File: src/rtl/mcp3008_scan_sched.sv
// Scan sequencer and one-shot arbiter in front of the MCP3008 SPI controller.
// Define MCP3008_SCAN_AVG_EN to make bank writes average each new sample with the stored one.
module mcp3008_scan_sched #(
    parameter int SCAN_PERIOD    = 50000,
    parameter int TIMEOUT_CYCLES = 2048,
    parameter int GAP_CYCLES     = 4
) (
    input  logic       clk,
    input  logic       rst,
    input  logic       scan_en,
    input  logic [7:0] chan_mask,
    input  logic       oneshot_req,
    input  logic [2:0] oneshot_chan,
    output logic       oneshot_ack,
    output logic       oneshot_done,
    output logic [9:0] oneshot_data,
    output logic       adc_start,
    output logic [2:0] adc_channel,
    input  logic [9:0] adc_data,
    input  logic       adc_valid,
    input  logic [2:0] rd_addr,
    output logic [9:0] rd_data,
    input  logic       rd_strobe,
    output logic [7:0] fresh,
    output logic       scan_done,
    output logic       timeout_err,
    input  logic       err_clr
);

    // state      | meaning
    // IDLE       | choose next conversion: one-shot, scan start, or next scan channel
    // ISSUE      | single-cycle adc_start pulse on the held channel
    // WAIT_VALID | wait for the first cycle of adc_valid, or give up on timeout
    // GAP        | let the controller go idle and release CS

    typedef enum logic [1:0] {IDLE, ISSUE, WAIT_VALID, GAP} state_t;

    localparam int PW = $clog2(SCAN_PERIOD);
    localparam int TW = $clog2(TIMEOUT_CYCLES + 1);
    localparam int GW = $clog2(GAP_CYCLES + 1);
    localparam logic [PW-1:0] PER_LAST = PW'(SCAN_PERIOD - 1);
    localparam logic [TW-1:0] TMO_LOAD = TW'(TIMEOUT_CYCLES - 1);
    localparam logic [GW-1:0] GAP_LOAD = GW'(GAP_CYCLES - 1);

    state_t        state, state_nxt;
    logic [PW-1:0] per_cnt;
    logic [TW-1:0] tmo_cnt;
    logic [GW-1:0] gap_cnt;
    logic          scan_pending, scan_active;
    logic [7:0]    scan_rem;
    logic [2:0]    cur_ch;
    logic          cur_os;
    logic          valid_q;
    logic [9:0]    bank [8];
    logic [9:0]    bank_wdata;

    logic       pick_os, pick_scan, start_scan;
    logic       cap_evt, tmo_evt, gap_end, scan_end;
    logic       per_tick, valid_rise;
    logic [2:0] low_ch;
    logic [7:0] fresh_set, fresh_clr;

    assign per_tick    = scan_en && (per_cnt == PER_LAST);
    assign valid_rise  = adc_valid && !valid_q;
    assign scan_end    = gap_end && !cur_os && (scan_rem == 8'd0);
    assign adc_channel = cur_ch;
    assign rd_data     = bank[rd_addr];
    assign fresh_set   = (cap_evt && !cur_os) ? (8'd1 << cur_ch) : 8'd0;
    assign fresh_clr   = rd_strobe ? (8'd1 << rd_addr) : 8'd0;

    always_ff @(posedge clk or negedge rst) begin
        if (!rst) state <= IDLE;
        else      state <= state_nxt;
    end

    always_comb begin
        state_nxt   = state;
        adc_start   = 1'b0;
        oneshot_ack = 1'b0;
        pick_os     = 1'b0;
        pick_scan   = 1'b0;
        start_scan  = 1'b0;
        cap_evt     = 1'b0;
        tmo_evt     = 1'b0;
        gap_end     = 1'b0;
        low_ch      = 3'd0;
        for (int i = 7; i >= 0; i--) begin
            if (scan_rem[i]) low_ch = 3'(i);
        end
        case (state)
            IDLE: begin
                if (oneshot_req) begin
                    pick_os   = 1'b1;
                    state_nxt = ISSUE;
                end else if (scan_pending) begin
                    start_scan = 1'b1;
                end else if (scan_active && scan_rem != 8'd0) begin
                    pick_scan = 1'b1;
                    state_nxt = ISSUE;
                end
            end
            ISSUE: begin
                adc_start   = 1'b1;
                oneshot_ack = cur_os;
                state_nxt   = WAIT_VALID;
            end
            WAIT_VALID: begin
                if (valid_rise) begin
                    cap_evt   = 1'b1;
                    state_nxt = GAP;
                end else if (tmo_cnt == '0) begin
                    tmo_evt   = 1'b1;
                    state_nxt = GAP;
                end
            end
            GAP: begin
                if (gap_cnt == '0) begin
                    gap_end   = 1'b1;
                    state_nxt = IDLE;
                end
            end
            default: state_nxt = IDLE;
        endcase
    end

    // Period tick is dropped while a scan is already active or pending.
    always_ff @(posedge clk or negedge rst) begin
        if (!rst) begin
            per_cnt      <= '0;
            scan_pending <= 1'b0;
            scan_active  <= 1'b0;
            scan_rem     <= '0;
            scan_done    <= 1'b0;
        end else begin
            if (!scan_en || per_tick) per_cnt <= '0;
            else                      per_cnt <= per_cnt + 1'b1;

            if (start_scan)                    scan_pending <= 1'b0;
            else if (per_tick && !scan_active) scan_pending <= 1'b1;

            if (start_scan) begin
                scan_active <= (chan_mask != 8'd0);
                scan_rem    <= chan_mask;
            end else begin
                if (pick_scan) scan_rem[low_ch] <= 1'b0;
                if (scan_end)  scan_active      <= 1'b0;
            end

            scan_done <= (start_scan && chan_mask == 8'd0) || scan_end;
        end
    end

    always_ff @(posedge clk or negedge rst) begin
        if (!rst) begin
            cur_ch       <= '0;
            cur_os       <= 1'b0;
            tmo_cnt      <= '0;
            gap_cnt      <= '0;
            valid_q      <= 1'b0;
            oneshot_done <= 1'b0;
            oneshot_data <= '0;
            timeout_err  <= 1'b0;
            fresh        <= '0;
        end else begin
            valid_q <= adc_valid;

            if (pick_os) begin
                cur_ch <= oneshot_chan;
                cur_os <= 1'b1;
            end else if (pick_scan) begin
                cur_ch <= low_ch;
                cur_os <= 1'b0;
            end

            if (state == ISSUE)                          tmo_cnt <= TMO_LOAD;
            else if (state == WAIT_VALID && tmo_cnt != '0) tmo_cnt <= tmo_cnt - 1'b1;

            if (cap_evt || tmo_evt)                 gap_cnt <= GAP_LOAD;
            else if (state == GAP && gap_cnt != '0) gap_cnt <= gap_cnt - 1'b1;

            oneshot_done <= (cap_evt || tmo_evt) && cur_os;
            if (cap_evt && cur_os) oneshot_data <= adc_data;

            // A timeout coinciding with err_clr keeps the flag set.
            timeout_err <= tmo_evt | (timeout_err & ~err_clr);
            fresh       <= (fresh & ~fresh_clr) | fresh_set;
        end
    end

`ifdef MCP3008_SCAN_AVG_EN
    logic [7:0] primed;

    assign bank_wdata = primed[cur_ch]
        ? 10'(({1'b0, bank[cur_ch]} + {1'b0, adc_data} + 11'd1) >> 1)
        : adc_data;

    always_ff @(posedge clk or negedge rst) begin
        if (!rst)                      primed         <= '0;
        else if (cap_evt && !cur_os)   primed[cur_ch] <= 1'b1;
    end
`else
    assign bank_wdata = adc_data;
`endif

    always_ff @(posedge clk or negedge rst) begin
        if (!rst) begin
            for (int i = 0; i < 8; i++) bank[i] <= '0;
        end else if (cap_evt && !cur_os) begin
            bank[cur_ch] <= bank_wdata;
        end
    end

endmodule

File: config.mk
export PLATFORM = sky130hd
export DESIGN_NAME = mcp3008_scan_sched
export DESIGN_NICKNAME = d
export VERILOG_FILES = /design/src/rtl/mcp3008_scan_sched.sv
export SDC_FILE = /design/constraint.sdc
export NUM_CORES = 1
export LEC_CHECK = 0
export ABC_AREA = 1
export CAP_MARGIN = 0
export CELL_PAD_IN_SITES_DETAIL_PLACEMENT = 2
export CELL_PAD_IN_SITES_GLOBAL_PLACEMENT = 2
export CORE_MARGIN = 2
export CORE_UTILIZATION = 32
export CTS_CLUSTER_DIAMETER = 80
export DETAILED_ROUTE_END_ITERATION = 10
export PLACE_DENSITY = 0.74
export RECOVER_POWER = 25
export SLEW_MARGIN = 20
export SYNTH_ARGS = -nofsm -noshare
export SYNTH_HDL_FRONTEND = slang
export SYNTH_SLANG_ARGS = --single-unit
export TNS_END_PERCENT = 100
File: constraint.sdc
create_clock -name clk -period 1.5 [get_ports clk]
set_input_delay 0.3 -clock clk [delete_from_list [all_inputs] [get_ports clk]]
set_output_delay 0.3 -clock clk [all_outputs]
set_load 0.05 [all_outputs]
==> impl_summary.txt <==
----------------------------------------------------
[Run]
  Number of maximum-capacitance constraint violations ... 0

[Routing]
  DRC Markers ... 0
  1st-pass router iterations ... 4
  Detailed-route vias per instance ... 5.985
  Count of nets left with antenna violations after detail routing ... 0
  Number of violations reported at the end of detailed-routing iteration 0 ... around 630
  Final wirelength ... ~52,000 um
  Total number of vias ... 8,361
  Final routed wire length divided by cell count ... 36.88 um

[Timing]
  Worst slew margin relative to its limit ... 0.4558
  Pin slew with the least headroom to its limit ... between 0.8 and 0.9 ns
  Crit path time final ... between 2 and 2.5 ns
  Final Hold Slack ... 0.4131 ns
  Maximum clock frequency ... 492.7 MHz
  Final Worst Setup Slack ... -0.5295 ns
  RSZ-0062 raised after global routing ... yes
  Share of the clock period used by the worst path ... 1.353
  Number of hold violations in the final report ... 0
  Finish-stage setup viols ... ~160
  Clock Skews ... approximately 0.016 ns
  Number of max-slew violations in the final report ... 0

[Yosys]
  Cell variety after synth ... 37
  Flip-flop and latch count after synthesis ... 149
  Area of the mapped netlist ... around 0.0072 mm^2
  Gate count of the mapped netlist ... 850
  Post-synthesis net count ... ~900
  Flip-flop cell with the highest count after synthesis ... dfrtp_1
  Synthesized area per cell ... roughly 8.5 um^2
  Proportion of synthesized flip-flops having asynchronous set or reset ... 1.000
  Share of synthesized area occupied by flip-flops and latches ... 0.5184
  Number of enable-type register cells in the synthesized netlist ... 0
  Syn. warnings ... 0

[Power and ir drop]
  Total power of the final layout ... approximately 0.024 W
  Pleak ... between 5 and 6 nW
  VDD IR-drop max ... between 0.001 and 0.0015 V
  Total power density per cell area ... between 1500 and 2000 mW/mm^2

[Setup path]
  Worst setup path category ... register to primary output
  Register-to-register setup slack ... -0.49 ns
  R2r endpoint ... bank[6]
  Data arrival time of the critical path ... roughly 1.7 ns
  Max Fanout on Critical Path ... 2
  Critical Path End Type ... primary output
  Worst reg2reg path depth ... 11
  Critical path required time ... ~1.2 ns
  Launching element type of the critical path ... register
  Launch point of the worst reg-to-reg path ... state[0]

[Floorplanning]
  Area enclosed by the die boundary ... around 0.024 mm^2
  Core Footprint ... about 0.022 mm^2
  Starting Density ... 0.3275
  Number of standard-cell rows in the floorplan ... 54
  Vertical extent of the die ... 153.9 um
  X dimension of the die ... 153.9 um
  I/O pin count ... 67

[Clock tree]
  Insertion delay of the later-clocked pin in the worst-skew pair ... between 0.4 and 0.5 ns
  Clock-pin slew of the registers on the worst-case setup and hold paths ... roughly 0.08 ns
  Number of levels in the clock H-tree ... 4
  Count of clock tree sinks ... 149
  Clock Tree Root ... clkbuf_16
  Cts bufs inserted ... 17
  CTS Buffer Depth ... 2
  CTS tree ... built

[Place]
  Weighted congestion at the end of routability-driven global placement ... between 0.8 and 0.9
  Total instance count after detailed placement ... ~1,300
  Count of buffers from port buffering ... 66
  Placed Instance Area ... roughly 0.0096 mm^2
  Hpwl dp ... 19,260 um

[Global route]
  Global route total overflow ... 0
  Total GRT Usage ... 0.3287
  Initial antenna violation count ... 2
  Wire length of the first global-routing pass ... around 58,000 um
  Vias in the first global route ... around 8,800
  Largest net degree at the start of global routing ... 42

[Cells and area]
  Count of antenna diodes in the layout ... 0
  Total number of nets in the final design ... between 1,000 and 1,500
  Share of final-layout standard cells stronger than drive strength 1 ... 0.5756
  Area Growth Syn to Fin ... 81.82%
  Post-layout instance count excluding filler cells ... around 1,400
  Final instance area ... 0.01308 mm^2
  Fill count ... approximately 2,100

[Hold path]
  Hold Path Class ... input pin to register
  Hold Path End ... timeout_err
  Min-Delay Path Depth ... 2
  Origin of the worst min-delay path ... err_clr

[Outcome]
  Violated checks ... setup timing
  Result of the run ... finished, violations left

----------------------------------------------------
## cell usage in the layout, fill, tap and decap left out, drive strengths merged
cell type,count
nand2,252
buf,224
dfrtp,149
o21ai,117
inv,90
nor2,70
nand3,40
clkbuf,31
clkdlybuf4s50,25
nand4,21
a21oi,16
a22oi,13
a31oi,10
xor2,10
ha,9
nor3,8
clkinvlp,5
o211ai,4
bufinv,4
and3,3
nor3b,3
nand3b,2
dlygate4sd3,2
or2,2
clkinv,2
a211oi,1
o22ai,1
nor4,1
xnor2,1
dlygate4sd2,1
## through the flow
step | utilization | setup TNS [ns] | worst slack [ns]
3_5_place_dp | 0.4366 | -45.27 | -0.6983
6_report | 0.5955 | -51.67 | -0.5295
5_1_grt | 0.5955 | -55.94 | -0.5312
2_1_floorplan | - | -0.5564 | -0.03801
4_1_cts | 0.5161 | -21.56 | -0.2929
3_3_place_gp | 0.4366 | -41.63 | -0.6615
## cells by family after synthesis
family                   share of synthesized area
buffers and inverters                      0.07568
adder cells (fa/ha/maj)                    0.01566
XOR/XNOR                                   0.01340
AND/OR/NAND/NOR                             0.2491
flip-flops                                  0.5184
AO/OA/AOI/OAI                               0.1277
## registers in the layout (all words and copies together), names as in the netlist
signal,cells
bank,80
per_cnt,16
tmo_cnt,12
oneshot_data,10
fresh,8
scan_rem,8
adc_channel,3
gap_cnt,3
state,2
cur_os,1
oneshot_done,1
scan_active,1
scan_done,1
scan_pending,1
timeout_err,1
valid_q,1
## critical path, cell delays in order, from the launching register on
cell	delay (ns)
dfrtp_1	0.45
nand2_1	0.14
nand4_1	0.23
nor2_2	0.22
a31oi_4	0.06
buf_12	0.17
## Yosys cell counts, types with 2 or more instances
| library cell | count | share of area |
|---|---|---|
| nand3b_1 | 2 | 0.0021 |
| nor3_1 | 8 | 0.0056 |
| a22oi_1 | 13 | 0.014 |
| nor3b_1 | 3 | 0.0031 |
| o21ai_1 | 72 | 0.050 |
| inv_2 | 3 | 0.0016 |
| o21ai_0 | 32 | 0.022 |
| nand4_4 | 4 | 0.012 |
| buf_6 | 10 | 0.016 |
| nand2_2 | 3 | 0.0026 |
| a21oi_1 | 16 | 0.011 |
| o21ai_2 | 13 | 0.016 |
| buf_2 | 6 | 0.0042 |
| ha_1 | 9 | 0.016 |
| inv_1 | 84 | 0.044 |
| nand3_1 | 35 | 0.024 |
| dfrtp_1 | 149 | 0.52 |
| buf_4 | 6 | 0.0063 |
| nand2_1 | 248 | 0.13 |
| o211ai_1 | 4 | 0.0042 |
| a31oi_1 | 10 | 0.0087 |
| nand3_2 | 5 | 0.0070 |
| nor2_1 | 65 | 0.034 |
| and3_1 | 3 | 0.0026 |
| clkbuf_1 | 8 | 0.0042 |
| nand4_1 | 17 | 0.015 |
| nor2_4 | 2 | 0.0031 |
| nor2_2 | 2 | 0.0017 |
| xor2_1 | 10 | 0.012 |
## power breakdown
| group | leakage [nW] | internal (W) | switching (W) |
|---|---|---|---|
| clock | 0.300 | 0.00285 | 0.00221 |
| sequential | 1.97 | 0.00513 | 0.00161 |
| combinational | 3.50 | 0.00490 | 0.00708 |
| total | 5.77 | 0.0129 | 0.0109 |
## metal layers
| layer | routed length, um | share of wire | up-vias | track usage |
|---|---|---|---|---|
| met5 | 27 | 0.00052 | - | 0 |
| met1 | 19200 | 0.37 | 4355 | 0.3728 |
| met4 | 3765 | 0.073 | 4 | 0.1602 |
| li1 | - | - | 3291 | - |
| met3 | 3048 | 0.059 | 241 | 0.05609 |
| met2 | 25480 | 0.49 | 470 | 0.5991 |
## area by class of cell
class	count	area (um^2)	share of cell area
clock inverter	14	198.9	0.01521
inverter	87	355.3	0.02717
sequential	149	3740	0.2860
tap	280	350.3	0.02679
clock buffer	18	439.2	0.03359
multi-input combinational	584	4671	0.3572
timing repair buffer	265	3322	0.2540
## how the worst max path moves through the flow
stage | from | endpoint
final | bank[74] | rd_data[4]
after floorplan | state[0] | bank[41]
after global routing | bank[74] | rd_data[4]
after detailed placement | rd_addr[1] | rd_data[6]
after CTS | bank[69] | rd_data[9]
after global placement | rd_addr[1] | rd_data[6]
## timing repair
item	in CTS	in global routing
buffers inserted	30	43
setup endpoints to repair	152	162
pin swaps	58	72
resized for setup	212	329
hold endpoints to repair	34	0
cloned	9	13
hold buffers	1	0
Note: power is estimated with default switching activity, not from simulation.
